==> src/rtl/mm_fifo_pkg.sv <==
// Shared register map constants for the multi-channel memory-mapped FIFO.
package mm_fifo_pkg;

    // Per-channel register offsets (mem_addr[3:0])
    localparam logic [3:0] OFF_DATA    = 4'h0;
    localparam logic [3:0] OFF_STATUS  = 4'h4;
    localparam logic [3:0] OFF_CONTROL = 4'h8;
    localparam logic [3:0] OFF_THRESH  = 4'hC;

    // STATUS bit positions
    localparam int unsigned ST_EMPTY     = 0;
    localparam int unsigned ST_FULL      = 1;
    localparam int unsigned ST_AEMPTY    = 2;
    localparam int unsigned ST_AFULL     = 3;
    localparam int unsigned ST_OVF       = 4;
    localparam int unsigned ST_UNF       = 5;
    localparam int unsigned ST_COUNT_LSB = 8;

    // CONTROL bit positions
    localparam int unsigned CTRL_FLUSH      = 0;
    localparam int unsigned CTRL_IRQ_EN_LSB = 8;
    localparam int unsigned CTRL_IRQ_EN_W   = 4;

    // THRESH field positions
    localparam int unsigned THR_AE_LSB = 0;
    localparam int unsigned THR_AF_LSB = 16;

endpackage

==> src/rtl/mm_fifo_multichannel_if.sv <==
// Register bus plus per-channel streaming push/pop signals.
interface mm_fifo_multichannel_if #(
    parameter int unsigned DATA_WIDTH = 32,
    parameter int unsigned NUM_CH     = 4
);
    logic                         mem_valid;
    logic                         mem_write;
    logic [7:0]                   mem_addr;
    logic [DATA_WIDTH-1:0]        mem_wdata;
    logic                         mem_ready;
    logic [DATA_WIDTH-1:0]        mem_rdata;
    logic [NUM_CH-1:0]            ext_wr_en;
    logic [NUM_CH*DATA_WIDTH-1:0] ext_wr_data;
    logic [NUM_CH-1:0]            ext_wr_ready;
    logic [NUM_CH-1:0]            ext_rd_en;
    logic [NUM_CH*DATA_WIDTH-1:0] ext_rd_data;
    logic [NUM_CH-1:0]            ext_rd_valid;

    modport master (
        output mem_valid, mem_write, mem_addr, mem_wdata,
        output ext_wr_en, ext_wr_data, ext_rd_en,
        input  mem_ready, mem_rdata, ext_wr_ready, ext_rd_data, ext_rd_valid
    );

    modport slave (
        input  mem_valid, mem_write, mem_addr, mem_wdata,
        input  ext_wr_en, ext_wr_data, ext_rd_en,
        output mem_ready, mem_rdata, ext_wr_ready, ext_rd_data, ext_rd_valid
    );
endinterface

==> src/rtl/mm_fifo_channel.sv <==
// One FIFO channel: storage, pointers, thresholds, sticky flags, stream handshake.
// Optional interrupt enables built when MMFIFO_IRQ_EN is defined.
module mm_fifo_channel
    import mm_fifo_pkg::*;
#(
    parameter int unsigned DATA_WIDTH = 32,
    parameter int unsigned ADDR_WIDTH = 4,
    parameter int unsigned AE_RESET   = 2,
    parameter int unsigned AF_RESET   = 14
) (
    input  logic                  clk,
    input  logic                  rst_n,
    input  logic                  bus_push,
    input  logic                  bus_pop,
    input  logic                  status_we,
    input  logic                  ctrl_we,
    input  logic                  thr_we,
    input  logic [DATA_WIDTH-1:0] wdata,
    input  logic                  ext_wr_en,
    input  logic [DATA_WIDTH-1:0] ext_wr_data,
    input  logic                  ext_rd_en,
    output logic                  ext_wr_ready_c,
    output logic                  ext_rd_valid_c,
    output logic [DATA_WIDTH-1:0] head_c,
    output logic [DATA_WIDTH-1:0] status_c,
    output logic [DATA_WIDTH-1:0] thresh_c,
`ifdef MMFIFO_IRQ_EN
    output logic                  irq_c,
`endif
    output logic [DATA_WIDTH-1:0] control_c
);
    localparam int unsigned DEPTH = 1 << ADDR_WIDTH;
    localparam int unsigned CW    = ADDR_WIDTH + 1;

    logic [DATA_WIDTH-1:0] mem [DEPTH];
    logic [CW-1:0]         wr_ptr, rd_ptr, count, ae_thr, af_thr;
    logic                  ovf, unf;
    logic                  empty, full, almost_empty, almost_full;
    logic                  flush, ext_push, push_ok, pop_req, pop_ok, ovf_set, unf_set;
    logic [DATA_WIDTH-1:0] push_data;
`ifdef MMFIFO_IRQ_EN
    logic [CTRL_IRQ_EN_W-1:0] irq_en;
`endif

    // Occupancy flags and push/pop arbitration; bus push and flush block the stream push
    always_comb begin
        count          = wr_ptr - rd_ptr;
        empty          = (count == '0);
        full           = (count == CW'(DEPTH));
        almost_empty   = (count <= ae_thr) && !empty;
        almost_full    = (count >= af_thr);
        flush          = ctrl_we && wdata[CTRL_FLUSH];
        ext_wr_ready_c = !full && !bus_push && !flush;
        ext_rd_valid_c = !empty;
        ext_push       = ext_wr_en && ext_wr_ready_c;
        push_ok        = (bus_push || ext_push) && !full && !flush;
        push_data      = bus_push ? wdata : ext_wr_data;
        pop_req        = bus_pop || ext_rd_en;
        pop_ok         = pop_req && !empty && !flush;
        ovf_set        = (bus_push || ext_wr_en) && full && !flush;
        unf_set        = pop_req && empty && !flush;
        head_c         = empty ? '0 : mem[rd_ptr[ADDR_WIDTH-1:0]];
    end

    // Register read images
    always_comb begin
        status_c                        = '0;
        status_c[ST_EMPTY]              = empty;
        status_c[ST_FULL]               = full;
        status_c[ST_AEMPTY]             = almost_empty;
        status_c[ST_AFULL]              = almost_full;
        status_c[ST_OVF]                = ovf;
        status_c[ST_UNF]                = unf;
        status_c[ST_COUNT_LSB +: CW]    = count;
        thresh_c                        = '0;
        thresh_c[THR_AE_LSB +: CW]      = ae_thr;
        thresh_c[THR_AF_LSB +: CW]      = af_thr;
        control_c                       = '0;
`ifdef MMFIFO_IRQ_EN
        control_c[CTRL_IRQ_EN_LSB +: CTRL_IRQ_EN_W] = irq_en;
`endif
    end

    // Pointers; flush returns both to zero
    always_ff @(posedge clk or negedge rst_n) begin
        if (!rst_n) begin
            wr_ptr <= '0;
            rd_ptr <= '0;
        end else if (flush) begin
            wr_ptr <= '0;
            rd_ptr <= '0;
        end else begin
            if (push_ok) wr_ptr <= wr_ptr + CW'(1);
            if (pop_ok)  rd_ptr <= rd_ptr + CW'(1);
        end
    end

    // Word storage
    always_ff @(posedge clk) begin
        if (push_ok) mem[wr_ptr[ADDR_WIDTH-1:0]] <= push_data;
    end

    // Sticky flags (set beats write-1-to-clear) and thresholds
    always_ff @(posedge clk or negedge rst_n) begin
        if (!rst_n) begin
            ovf    <= 1'b0;
            unf    <= 1'b0;
            ae_thr <= CW'(AE_RESET);
            af_thr <= CW'(AF_RESET);
        end else begin
            ovf <= ovf_set || (ovf && !(status_we && wdata[ST_OVF]));
            unf <= unf_set || (unf && !(status_we && wdata[ST_UNF]));
            if (thr_we) begin
                ae_thr <= wdata[THR_AE_LSB +: CW];
                af_thr <= wdata[THR_AF_LSB +: CW];
            end
        end
    end

`ifdef MMFIFO_IRQ_EN
    // Interrupt enables, one per STATUS bit 2..5
    always_ff @(posedge clk or negedge rst_n) begin
        if (!rst_n) irq_en <= '0;
        else if (ctrl_we) irq_en <= wdata[CTRL_IRQ_EN_LSB +: CTRL_IRQ_EN_W];
    end

    // Per-channel interrupt request
    always_comb begin
        irq_c = |({unf, ovf, almost_full, almost_empty} & irq_en);
    end
`endif

endmodule

==> src/rtl/mm_fifo_multichannel.sv <==
// NUM_CH FIFOs behind one register port, each with a streaming side port.
// Define MMFIFO_IRQ_EN to build the irq output and per-channel interrupt enables.
module mm_fifo_multichannel
    import mm_fifo_pkg::*;
#(
    parameter int unsigned DATA_WIDTH = 32,
    parameter int unsigned ADDR_WIDTH = 4,
    parameter int unsigned NUM_CH     = 4,
    parameter int unsigned AE_RESET   = 2,
    parameter int unsigned AF_RESET   = (1 << ADDR_WIDTH) - 2
) (
    input  logic clk,
    input  logic rst_n,
`ifdef MMFIFO_IRQ_EN
    output logic irq,
`endif
    mm_fifo_multichannel_if.slave bus
);
    logic [3:0]            ch_sel, off;
    logic                  wr_req, rd_req;
    logic [DATA_WIDTH-1:0] head    [NUM_CH];
    logic [DATA_WIDTH-1:0] status  [NUM_CH];
    logic [DATA_WIDTH-1:0] thresh  [NUM_CH];
    logic [DATA_WIDTH-1:0] control [NUM_CH];
    logic [NUM_CH-1:0]     wr_ready, rd_valid;
    logic [DATA_WIDTH-1:0] rdata_c;
`ifdef MMFIFO_IRQ_EN
    logic [NUM_CH-1:0]     irq_vec;
`endif

    assign ch_sel           = bus.mem_addr[7:4];
    assign off              = bus.mem_addr[3:0];
    assign wr_req           = bus.mem_valid && bus.mem_write;
    assign rd_req           = bus.mem_valid && !bus.mem_write;
    assign bus.ext_wr_ready = wr_ready;
    assign bus.ext_rd_valid = rd_valid;

    for (genvar c = 0; c < NUM_CH; c++) begin : g_ch
        logic hit;
        assign hit = (ch_sel == 4'(c));

        mm_fifo_channel #(
            .DATA_WIDTH (DATA_WIDTH),
            .ADDR_WIDTH (ADDR_WIDTH),
            .AE_RESET   (AE_RESET),
            .AF_RESET   (AF_RESET)
        ) u_ch (
            .clk            (clk),
            .rst_n          (rst_n),
            .bus_push       (hit && wr_req && (off == OFF_DATA)),
            .bus_pop        (hit && rd_req && (off == OFF_DATA)),
            .status_we      (hit && wr_req && (off == OFF_STATUS)),
            .ctrl_we        (hit && wr_req && (off == OFF_CONTROL)),
            .thr_we         (hit && wr_req && (off == OFF_THRESH)),
            .wdata          (bus.mem_wdata),
            .ext_wr_en      (bus.ext_wr_en[c]),
            .ext_wr_data    (bus.ext_wr_data[c*DATA_WIDTH +: DATA_WIDTH]),
            .ext_rd_en      (bus.ext_rd_en[c]),
            .ext_wr_ready_c (wr_ready[c]),
            .ext_rd_valid_c (rd_valid[c]),
            .head_c         (head[c]),
            .status_c       (status[c]),
            .thresh_c       (thresh[c]),
`ifdef MMFIFO_IRQ_EN
            .irq_c          (irq_vec[c]),
`endif
            .control_c      (control[c])
        );

        assign bus.ext_rd_data[c*DATA_WIDTH +: DATA_WIDTH] = head[c];
    end

    // Read mux; unmapped channels and offsets read as zero
    always_comb begin
        rdata_c = '0;
        for (int unsigned c = 0; c < NUM_CH; c++) begin
            if (ch_sel == 4'(c)) begin
                case (off)
                    OFF_DATA:    rdata_c = head[c];
                    OFF_STATUS:  rdata_c = status[c];
                    OFF_CONTROL: rdata_c = control[c];
                    OFF_THRESH:  rdata_c = thresh[c];
                    default:     rdata_c = '0;
                endcase
            end
        end
    end

    // Bus response, one cycle after every request
    always_ff @(posedge clk or negedge rst_n) begin
        if (!rst_n) begin
            bus.mem_ready <= 1'b0;
            bus.mem_rdata <= '0;
        end else begin
            bus.mem_ready <= bus.mem_valid;
            bus.mem_rdata <= rd_req ? rdata_c : '0;
        end
    end

`ifdef MMFIFO_IRQ_EN
    // Registered interrupt, OR of all channel requests
    always_ff @(posedge clk or negedge rst_n) begin
        if (!rst_n) irq <= 1'b0;
        else        irq <= |irq_vec;
    end
`endif

endmodule

==> src/flat_wrapper.sv <==
// flat-port wrapper written by rule: the top's interface ports become plain ports
module mm_fifo_multichannel_flat import mm_fifo_pkg::*;
#(
    parameter int unsigned DATA_WIDTH = 32,
    parameter int unsigned ADDR_WIDTH = 4,
    parameter int unsigned NUM_CH     = 4,
    parameter int unsigned AE_RESET   = 2,
    parameter int unsigned AF_RESET   = (1 << ADDR_WIDTH) - 2
)
  (clk, rst_n, bus_mem_valid, bus_mem_write, bus_mem_addr, bus_mem_wdata, bus_ext_wr_en, bus_ext_wr_data, bus_ext_rd_en, bus_mem_ready, bus_mem_rdata, bus_ext_wr_ready, bus_ext_rd_data, bus_ext_rd_valid);
  mm_fifo_multichannel_if #(.DATA_WIDTH(DATA_WIDTH), .NUM_CH(NUM_CH)) bus_i ();
  input  logic clk;
  input  logic rst_n;
  input wire logic [$bits(bus_i.mem_valid)-1:0] bus_mem_valid;
  input wire logic [$bits(bus_i.mem_write)-1:0] bus_mem_write;
  input wire logic [$bits(bus_i.mem_addr)-1:0] bus_mem_addr;
  input wire logic [$bits(bus_i.mem_wdata)-1:0] bus_mem_wdata;
  input wire logic [$bits(bus_i.ext_wr_en)-1:0] bus_ext_wr_en;
  input wire logic [$bits(bus_i.ext_wr_data)-1:0] bus_ext_wr_data;
  input wire logic [$bits(bus_i.ext_rd_en)-1:0] bus_ext_rd_en;
  output wire logic [$bits(bus_i.mem_ready)-1:0] bus_mem_ready;
  output wire logic [$bits(bus_i.mem_rdata)-1:0] bus_mem_rdata;
  output wire logic [$bits(bus_i.ext_wr_ready)-1:0] bus_ext_wr_ready;
  output wire logic [$bits(bus_i.ext_rd_data)-1:0] bus_ext_rd_data;
  output wire logic [$bits(bus_i.ext_rd_valid)-1:0] bus_ext_rd_valid;
  assign bus_i.mem_valid = bus_mem_valid;
  assign bus_i.mem_write = bus_mem_write;
  assign bus_i.mem_addr = bus_mem_addr;
  assign bus_i.mem_wdata = bus_mem_wdata;
  assign bus_i.ext_wr_en = bus_ext_wr_en;
  assign bus_i.ext_wr_data = bus_ext_wr_data;
  assign bus_i.ext_rd_en = bus_ext_rd_en;
  assign bus_mem_ready = bus_i.mem_ready;
  assign bus_mem_rdata = bus_i.mem_rdata;
  assign bus_ext_wr_ready = bus_i.ext_wr_ready;
  assign bus_ext_rd_data = bus_i.ext_rd_data;
  assign bus_ext_rd_valid = bus_i.ext_rd_valid;
  mm_fifo_multichannel #(.DATA_WIDTH(DATA_WIDTH), .ADDR_WIDTH(ADDR_WIDTH), .NUM_CH(NUM_CH), .AE_RESET(AE_RESET), .AF_RESET(AF_RESET)) u_core (.clk(clk), .rst_n(rst_n), .bus(bus_i));
endmodule
==> config.mk <==
export PLATFORM = sky130hd
export DESIGN_NAME = mm_fifo_multichannel_flat
export DESIGN_NICKNAME = d
export VERILOG_FILES = /design/src/rtl/mm_fifo_pkg.sv /design/src/rtl/mm_fifo_multichannel_if.sv /design/src/rtl/mm_fifo_channel.sv /design/src/rtl/mm_fifo_multichannel.sv /design/src/flat_wrapper.sv
export SDC_FILE = /design/constraint.sdc
export NUM_CORES = 2
export LEC_CHECK = 0
export ABC_CLOCK_PERIOD_IN_PS = 15570
export CAP_MARGIN = 20
export CORE_ASPECT_RATIO = 0.8
export CORE_MARGIN = 10
export CORE_UTILIZATION = 65
export DETAILED_ROUTE_END_ITERATION = 6
export MAX_ROUTING_LAYER = met4
export PLACE_DENSITY_LB_ADDON = 0.2
export SLEW_MARGIN = 15
export SYNTH_ARGS = -nofsm -noshare
export SYNTH_HDL_FRONTEND = slang
export SYNTH_SLANG_ARGS = --single-unit
==> constraint.sdc <==
create_clock -name clk -period 15.57 [get_ports clk]
set_input_delay 3.114 -clock clk [delete_from_list [all_inputs] [get_ports clk]]
set_output_delay 3.114 -clock clk [all_outputs]
set_load 0.1 [all_outputs]
==> impl_metrics.toml <==
[global_routing]
grt_usage = 0.344
grt_pass1_wl_um = 353000
grt_pass1_vias = 46800
grt_max_degree = 111
overflow = 0
antenna_found_initial = 32

[final_layout]
final_layout_size_suffix_gt1_frac = 0.271
num-nets-final = 4907
finalInstanceArea_um2 = 100000
area_delta_synth_final_pct = 13.8
fillers = 7250
stdcell_count = 6611

[clocking]
root_buffer = "clkbuf_16"
postCtsSetupBuffers = 0
cts_tree = "built"
clock_path_buffers = 3
cts_sinks = 2169
ctsResizeCount = 0
clock_latency_ns = 0.85
tritoncts.num_buffers = 196
cts-htree-levels = 4
path_clk_slew_ns = 0.07
hold_buffers = 0

[logic_synthesis]
netlist_instances = 4189
synth_most_common_cell = "edfxtp_1"
syn_area_um2 = 88200
ys_types = 80
async_reset_ff_frac = 0.0558
yosys-top-cells-area = "edfxtp_1 (70%), mux4_2 (16%), dfrtp_1 (3.0%), mux2_2 (2.0%), ha_1 (1.1%)"
ys.flop_type = "edfxtp_1"
synth_edf_count = 2048
synth_top_area_frac = 0.697
synth_top_cell_by_area = "edfxtp_1"
yosysWarnings = 0
ys_seq_elements = 2169
yosys-top-cells-count = "edfxtp_1 (2048), mux4_2 (618), mux2_2 (160)"
ys_seq_area_frac = 0.732
syn-num-nets = 4449
syn_area_per_cell_um2 = 21.1

[sta]
finalSetupViolCount = 0
fin_hold_ws_ns = 0.504
finalHoldViolCount = 0
slew_headroom = 0.122
rsz0062_at_grt = "false"
clock_skew_ns = 0.0372
fin_tns_setup_ns = 0
finalCriticalPeriod_ns = 10.06
max_freq_mhz = 99.4
maxSlewViolCount = 0
period_share = 0.646
worst_slew_pin_slew_ns = 1.32

[floorplanning]
placeableCoreArea_um2 = 134000
rows = 120
die-height_um = 350
die_w_um = 432
dieArea_um2 = 151000
initial_core_util = 0.656
io_pins = 349

[pwr]
p_total_uw = 22300
p_per_area_nw_per_um2 = 222
internal_power_uw = 12900
pwr-share-clk = 0.216
p_sw_uw = 9390
seqPwrFrac = 0.336
switching_share = 0.421
p_comb_frac = 0.448
p_leak_uw = 0.0324
ir_worst_vdd_mv = 0.664

[setup_path]
critPathRequiredTime_ns = 12.46
cpMostUsedCell = "clkdlybuf4s50_1"
cp.arrival_ns = 6.95
worstPathMaxFanout = 15
end_kind = "primary output"
crit_chain = "clkdlybuf4s50_1 -> nor4bb_4 -> nand2_1 -> nor2_1 -> nor3_1 -> clkdlybuf4s50_1"
crit_path_start_kind = "input port"
crit_type = "input port to primary output"
worst_path_largest_cell_delay_ns = 1.08
critPathSlowestCell = "clkdlybuf4s50_1"

[placement]
dp_cells = 6213
dpl_cell_area_um2 = 93900
portBuffers = 348
post-dp-hpwl_um = 145000
place_congestion = 0.940

[detailed_routing]
finalWirelength_um = 251000
num_vias = 46800
avgViaCountPerCell = 7.08
wire_per_inst_um = 37.9
drc = 0
first_iter_violations = 7864
ant_nets = 0
firstDrtPassIters = 6

[hold_path]
hold_class = "flop to flop"

[run_status]
status = "finished, final reports clean"

[run]
drv_cap = 0
-- placed cells by master (no fill, tap or decap), drive strengths merged, types with 9 or more instances in the layout --
cell type | synthesis | routed
edfxtp | 2048 | 2048
mux4 | 618 | 618
clkdlybuf4s50 | 0 | 347
clkbuf | 62 | 250
mux2 | 160 | 160
buf | 155 | 129
nor2 | 109 | 109
dfrtp | 105 | 105
and2 | 104 | 104
nand2 | 96 | 96
inv | 79 | 87
clkinv | 0 | 84
ha | 76 | 76
a21oi | 67 | 67
a22oi | 67 | 67
o21ai | 61 | 61
nor2b | 58 | 58
nand3 | 32 | 32
diode | 0 | 28
xor2 | 20 | 20
a221oi | 19 | 19
nor3 | 19 | 19
a211oi | 18 | 18
bufinv | 0 | 18
mux2i | 16 | 16
dfstp | 16 | 16
xnor2 | 15 | 15
a22o | 15 | 15
and3 | 14 | 14
nand4 | 14 | 14
nor4 | 10 | 10
nand3b | 9 | 9
o31ai | 9 | 9
nor3b | 9 | 9
-- path summary, 6_finish.rpt --
check | startpoint | end | slack [ns] | depth (start not counted)
worst min-delay path | u_core.g_ch[3].u_ch.wr_ptr[4]$_DFFE_PN0P_ | u_core.g_ch[3].u_ch.wr_ptr[4]$_DFFE_PN0P_ | 0.50 | 1
worst max-delay path | bus_mem_valid | bus_ext_wr_ready[3] | 5.51 | 6
min in group asynchronous | rst_n | u_core.bus.mem_rdata[30]$_DFF_PN0_ | 2.22 | 1
worst min register to register | u_core.g_ch[3].u_ch.wr_ptr[4]$_DFFE_PN0P_ | u_core.g_ch[3].u_ch.wr_ptr[4]$_DFFE_PN0P_ | 0.50 | 1
worst max register to register | u_core.g_ch[0].u_ch.rd_ptr[1]$_DFFE_PN0P_ | u_core.bus.mem_rdata[10]$_DFF_PN0_ | 9.56 | 10
max in group asynchronous | rst_n | u_core.g_ch[0].u_ch.rd_ptr[1]$_DFFE_PN0P_ | 11.78 | 2
-- metrics by stage --
step	utilization	worst slack, ns
floorplan	-	7.81
global placement	0.699	5.71
detailed placement	0.699	5.63
CTS	0.746	5.64
global route	0.747	5.37
finish	0.747	5.51
-- worst max-delay path: cells and delay by family --
| family | cells | cell delay (ns) |
|---|---|---|
| buffers and inverters | 2 | 1.58 |
| and+or+nand+nor | 4 | 2.24 |
-- state kept, by name, indices dropped and copies added (netlist names) --
name,count
u_core.g_ch.u_ch.wr_ptr,20
u_core.bus.mem_ready,1
u_core.bus.mem_rdata,32
u_core.g_ch.u_ch.af_thr,20
u_core.g_ch.u_ch.ovf,4
u_core.g_ch.u_ch.unf,4
u_core.g_ch.u_ch.ae_thr,20
u_core.g_ch.u_ch.rd_ptr,20
u_core.g_ch.u_ch.mem,2048
-- routing by layer --
| metal | part of all wire | track usage |
|---|---|---|
| met4 | 0.062 | 0.187 |
| met5 | 0 | - |
| met1 | 0.34 | 0.431 |
| met2 | 0.47 | 0.507 |
| met3 | 0.13 | 0.107 |
-- final cells by class --
type                       count  area (µm²)  share of cell area
inverter                      79         297             0.00295
multi-input combinational   1724       22400               0.223
tap                         1769        2210              0.0220
antenna                       28        70.1            0.000698
sequential                  2169       64600               0.643
clock buffer                 249        5270              0.0525
timing repair buffer         477        4530              0.0451
clock inverter               116        1080              0.0108
-- power by group through the flow --
| stage | Combinational [µW] | Clock (µW) | Sequential (µW) |
|---|---|---|---|
| after floorplan | 7370 | 0 | 7280 |
| after global placement | 9740 | 0 | 7580 |
| after detailed placement | 9840 | 0 | 7620 |
| after CTS | 9920 | 4850 | 7520 |
| after global routing | 10300 | 5070 | 7550 |
| final | 10000 | 4830 | 7500 |
-- kinds of logic after synthesis --
kind of cell | count (synthesis) | share of synthesized area
xor gates and xnor gates | 35 | 0.00356
buffers and inverters | 296 | 0.0180
DFF | 2169 | 0.732
adders and majority gates | 80 | 0.0117
and+or+nand+nor | 503 | 0.0306
AOI/OAI and AO/OA | 312 | 0.0244
muxes | 794 | 0.180
Power figures use the tool's default switching activity.
